<file path="src/rtl/clk_gen_downsampler_prog.sv">
// Run-time programmable even-ratio clock downsampler.
// clk_o = clk_i / (2*(ds_o+1)), 50% duty. Ratio changes only at the end of
// a full output period (1->0 toggle), or immediately while parked.
// Includes a glitch-free enable, a rising-edge tick and a wrapping edge counter.
`timescale 1ns/1ps

module clk_gen_downsampler_prog #(
    parameter int WIDTH_P     = 8,
    parameter int DS_RESET_P  = 0,
    parameter int CNT_WIDTH_P = 16
) (
    input  logic                   clk_i,
    input  logic                   reset_i,
    input  logic                   en_i,
    input  logic                   ds_v_i,
    input  logic [WIDTH_P-1:0]     ds_i,
    output logic                   ds_ready_o,
    output logic                   clk_o,
    output logic                   tick_o,
    output logic [CNT_WIDTH_P-1:0] edge_cnt_o,
    output logic [WIDTH_P-1:0]     ds_o
);

    localparam logic [WIDTH_P-1:0] DS_RESET_L = WIDTH_P'(DS_RESET_P);

    // Registered state (outputs double as their own state registers).
    logic [WIDTH_P-1:0]     cnt_q;
    logic [WIDTH_P-1:0]     pend_q;
    logic                   pend_v_q;

    // Next-state values.
    logic [WIDTH_P-1:0]     cnt_d;
    logic [WIDTH_P-1:0]     pend_d;
    logic                   pend_v_d;
    logic [WIDTH_P-1:0]     ds_d;
    logic                   ready_d;
    logic                   clk_d;
    logic                   tick_d;
    logic [CNT_WIDTH_P-1:0] edge_d;

    // Decoded conditions for the current cycle.
    logic accept;     // config handshake completes this cycle
    logic parked;     // enable low and output already low: hold
    logic phase_end;  // current phase has lasted ds_o+1 cycles
    logic fall;       // clk_o toggles 1->0 this cycle (period boundary)
    logic rise;       // clk_o toggles 0->1 this cycle

    assign accept    = ds_v_i && ds_ready_o;
    assign parked    = !en_i && !clk_o;
    assign phase_end = !parked && (cnt_q == ds_o);
    assign fall      = phase_end && clk_o;
    assign rise      = phase_end && !clk_o;

    // Next-state logic: phase counting, toggling, apply and handshake.
    always_comb begin
        // NOTE: every variable gets a default before any branch, so no path
        // leaves one unassigned and no latch is inferred.
        cnt_d    = cnt_q;
        clk_d    = clk_o;
        tick_d   = 1'b0;
        edge_d   = edge_cnt_o;
        ds_d     = ds_o;
        pend_d   = pend_q;
        pend_v_d = pend_v_q;
        ready_d  = ds_ready_o;

        // Phase counter: hold at zero while parked so a restart always
        // begins a full low phase, exactly as after reset.
        if (parked) begin
            cnt_d = '0;
        end else if (phase_end) begin
            cnt_d = '0;
            clk_d = !clk_o;
        end else begin
            cnt_d = cnt_q + WIDTH_P'(1);
        end

        if (rise) begin
            tick_d = 1'b1;
            edge_d = edge_cnt_o + CNT_WIDTH_P'(1);
        end

        // Apply only at a period boundary or while parked; cnt is zero in
        // both cases so the new ratio starts with a full low phase. A fall
        // with en_i low both applies and parks, since clk_d is 0 either way.
        if ((parked || fall) && pend_v_q) begin
            ds_d     = pend_q;
            pend_v_d = 1'b0;
            ready_d  = 1'b1;
        end

        // Accept can never coincide with an apply: ready is low whenever a
        // value is pending, so a source holding ds_v_i waits one more cycle.
        if (accept) begin
            pend_d   = ds_i;
            pend_v_d = 1'b1;
            ready_d  = 1'b0;
        end
    end

    // State register with synchronous active-high reset.
    always_ff @(posedge clk_i) begin
        // NOTE: non-blocking assignments so every flop samples the values
        // from before this edge, independent of statement order.
        if (reset_i) begin
            cnt_q      <= '0;
            clk_o      <= 1'b0;
            tick_o     <= 1'b0;
            edge_cnt_o <= '0;
            ds_o       <= DS_RESET_L;
            pend_q     <= DS_RESET_L;
            pend_v_q   <= 1'b0;
            ds_ready_o <= 1'b1;
        end else begin
            cnt_q      <= cnt_d;
            clk_o      <= clk_d;
            tick_o     <= tick_d;
            edge_cnt_o <= edge_d;
            ds_o       <= ds_d;
            pend_q     <= pend_d;
            pend_v_q   <= pend_v_d;
            ds_ready_o <= ready_d;
        end
    end

endmodule

</file>
<file path="config.mk">
export PLATFORM = sky130hd
export DESIGN_NAME = clk_gen_downsampler_prog
export DESIGN_NICKNAME = d
export VERILOG_FILES = /design/src/rtl/clk_gen_downsampler_prog.sv
export SDC_FILE = /design/constraint.sdc
export NUM_CORES = 1
export LEC_CHECK = 0
export CORE_MARGIN = 1
export CORE_UTILIZATION = 47
export DETAILED_ROUTE_END_ITERATION = 7
export PLACE_DENSITY_LB_ADDON = 0.15
export SLEW_MARGIN = 20
export SYNTH_ARGS = -nofsm -noshare
export SYNTH_HDL_FRONTEND = slang
export SYNTH_SLANG_ARGS = --single-unit
</file>
<file path="constraint.sdc">
create_clock -name clk_i -period 2.4 [get_ports clk_i]
set_input_delay 0.72 -clock clk_i [delete_from_list [all_inputs] [get_ports clk_i]]
set_output_delay 0.72 -clock clk_i [all_outputs]
set_load 0.03 [all_outputs]
</file>
-- Yosys cells after proc, flatten, opt, wreduce, memory -nomap -nowiden
Cells that the tools add are included.
- register bits: 44
- latch bits: 0
- memory bits (writable): 0
- memory bits (read-only): 0
- input bits: 12
- output and inout bits: 27
- word-level logic and storage cells: 30
- memories kept: 0
- add/subtract/negate cells: 2
- multiply operators: 0
- divide/modulo/power cells: 0
- order comparisons: 0
- equal/unequal tests: 1
- shifts and indexed selects: 0
- mux-type cells: 5
- bitwise gates (word level): 1
- reduce and logical (&&, ||, !) cells: 13
- operators with widths (cell ; number):
    16-bit by 1-bit adder with 16-bit output (second input constant) ; 1
    8-bit by 1-bit adder with 8-bit output (second input constant) ; 1
    8-bit equality test ; 1
    1-bit logical AND ; 6
    1-bit two-way mux ; 5
    1-bit zero test ; 3
    3-bit OR reduction ; 1
    2-bit AND reduction ; 1
    2-bit nonzero test ; 1
    1-bit logical OR ; 1
    1-bit NOT ; 1

-- Depth between registers and ports, before layout
- depth in word-level cells: 9
- depth in mapped cells: 7

-- Worst setup path after synthesis
No wires, ideal clock.
- path type: in2reg
- start: in en_i
- end: reg edge_cnt_o[12]
- library setup time: 70 ps
- arrival: 2092 ps
- required time: 2330 ps
- setup slack: 238 ps
- cell stages on the path: 6
- path buffers: 1
- path through: and2b_2 nand3_1 or4_1 buf_2 or3_1 a21oi_1
- cells in the longest elaborated chain, start to end: 5
- RTL lines (element ; RTL line ; RTL):
    from (decl) ; 14 ; input logic en_i,
    1-bit zero test ; 49 ; assign parked = !en_i && !clk_o;
    1-bit logical AND ; 49 ;
    1-bit zero test ; 50 ; assign phase_end = !parked && (cnt_q == ds_o);
    1-bit logical AND ; 50 ;
    1-bit logical AND ; 52 ; assign rise = phase_end && !clk_o;
    to (signal assigned) ; 118 ; edge_cnt_o <= edge_d;
    to (decl) ; 20 ; output logic [CNT_WIDTH_P-1:0] edge_cnt_o,
No other way between the ends.
A chain may end at the register's enable or synchronous reset.

-- Final worst setup path
- start: in en_i
- end: reg edge_cnt_o[9]
Same word-level chain as after synthesis.

==> flow_summary.toml <==
[setup_path]
r2r_start = "ds_o[1]$_SDFFE_PP0P_"
ff2ff_setup_slack_ps = 390
r2r_end = "edge_cnt_o[5]$_SDFFE_PP0P_"
cp_max_fo = 3
cp-start-kind = "input pin"
end_kind = "register"
crit_arrival_ps = 2550
critPathRequiredTime_ps = 2630
crit_type = "input pin to register"
reg2reg_depth = 6

[grt]
antenna_found_initial = 0
grt_use_total = 0.206
grt_max_degree = 36
grt_first_pass_wirelength_um = 6840
grt_pass1_vias = 1549
grt.overflow.total = 0

[synthesis]
ys_seq_elements = 44
async_reset_ff_frac = 0
synthFlopType = "dfxtp_1"
yosys_warnings = 0
syn_inst = 220
syn_nets = 234
syn_area_um2 = 1950
synth_area_per_cell_um2 = 8.86
ys_seq_area_frac = 0.452
synth_edf_count = 0
ys_types = 37

[placed_design]
hpwl_um = 2930
numPortBuffers = 38
gp_congestion = 0.822
post-place-ws_ps = -285

[cts]
cts_resized = 0
clk_latency_ps = 300
numCtsBuffers = 5
cts_hold_buf = 0
clockRootBuffer = "clkbuf_8"
cts_tree = "built"
post-cts-setup-buffers = 0
cts_max_path_buffers = 2
clkTransAtPathRegs_ps = 80
cts_sinks = 44
htree_levels = 2

[worst_hold_path]
min_path_type = "register to register"
whs_path_depth = 2
holdPathEnd = "pend_q[5]$_SDFFE_PP0P_"
holdCritStartpoint = "pend_q[5]$_SDFFE_PP0P_"

[outcome]
run_status = "completed"

[die]
start_util = 0.487
core-area_um2 = 4000
die_w_um = 66.4
die_h_um = 66.4
io_pins = 39
dieArea_um2 = 4410
fp-row-count = 23

[final_layout]
nNetsFinal = 280
final_cell_mix = "dfxtp_1 (44), clkdlybuf4s50_1 (38), nand2_1 (27), nor2_1 (27), a21oi_1 (18)"
antenna_cells = 0
syn_to_final_growth_pct = 30.6
drive_above_1_share = 0.112
fillCellCount = 352
final_common_cell = "dfxtp_1"
utilization = 0.637

[pwr]
powerDensity_nw_per_um2 = 610
p_leak_nw = 0.919
peakVddDrop_mv = 0.478
total_power_mw = 1.55

[drt]
wire_per_inst_um = 12.9
first_iter_violations = 85
vias = 1666
route.detailed.drc = 0
firstDrtPassIters = 4
viasPerCell = 5.26
wl_um = 4080
drtAntennaViolNets = 0

[sta]
slew_headroom = 0.747
fmax_ghz = 0.431
hold_viol = 0
setup_ws_ps = 77.6
post-route-period-util = 0.968
drv_slew = 0
tightest_slew_ps = 377
setup_viol = 0
skew_ps = 3.71
hold-worst-slack_ps = 456
period_needed_ps = 2320

[job]
max_cap_viol_count = 0
[report_power, final]
part           internal (mW)  total, mW  switching [mW]
Combinational         0.0973      0.211           0.114
Clock                  0.308      0.563           0.255
Sequential             0.756      0.780          0.0248
Total                   1.16       1.55           0.394
[worst max-delay path by stage]
stage               start                          end  slack (ps)
floorplan            en_i  edge_cnt_o[12]$_SDFFE_PP0P_         240
global placement     en_i  edge_cnt_o[14]$_SDFFE_PP0P_        -250
detailed placement   en_i  edge_cnt_o[12]$_SDFFE_PP0P_        -280
CTS                  en_i  edge_cnt_o[12]$_SDFFE_PP0P_          30
global route         en_i  edge_cnt_o[14]$_SDFFE_PP0P_         -10
finish               en_i   edge_cnt_o[9]$_SDFFE_PP0P_          80
[sequential cells by signal (all words and copies together) (netlist names)]
name        flops
tick_o          1
cnt_q           8
edge_cnt_o     16
pend_v_q        1
pend_q          8
clk_o           1
ds_o            8
ds_ready_o      1
[synth_stat cells (3+ instances only)]
library cell / number / area share
a21oi_1: 18 / 0.046
a31oi_1: 3 / 0.0096
and2_1: 3 / 0.0096
and3_1: 3 / 0.0096
clkbuf_1: 7 / 0.013
dfxtp_1: 44 / 0.45
inv_1: 5 / 0.0096
mux2i_1: 9 / 0.046
nand2_1: 27 / 0.052
nand3_1: 6 / 0.015
nand4_1: 6 / 0.019
nor2_1: 27 / 0.052
o21ai_0: 7 / 0.018
or3_1: 7 / 0.022
xnor2_1: 10 / 0.045
xnor2_2: 3 / 0.025
xor2_1: 4 / 0.018
[cells by family after synthesis]
logic type | share of synthesized area
AO/OA/AOI/OAI | 0.103
XOR/XNOR | 0.102
adder cells (fa/ha/maj) | 0.0128
buffers and inverters | 0.0282
flip-flops | 0.452
multiplexers | 0.0462
AND/OR/NAND/NOR | 0.256
[metrics by stage]
step	std cells	instance area (um2)	setup TNS (ps)
detailed placement	309	2430	-1450
global placement	309	2430	-1240
floorplan	220	1950	0
CTS	317	2540	0
finish	317	2550	0
global route	317	2550	-16.0
[routing by layer]
layer  share of wire  GRT usage
met1            0.45      0.244
met2            0.49      0.348
met3           0.030     0.0448
met4           0.029      0.104
met5               0          0
[area by class of cell]
class                           count  area [um2]  area share
Clock buffer                        5        68.8      0.0270
Clock inverter                      3        42.5      0.0167
Sequential cell                    44         881       0.346
Tap cell                           50        62.6      0.0246
Timing Repair Buffer               48         455       0.179
Multi-Input combinational cell    162        1020       0.400
Inverter                            5        18.8     0.00737
[critical path, cell delays in order]
cell,delay (ps)
clkdlybuf4s50_1,480
and2b_2,160
nand3_1,120
buf_4,170
nor4_1,290
or3b_2,470
a21oi_1,140
No activity file was read; power rests on OpenSTA's default activity.
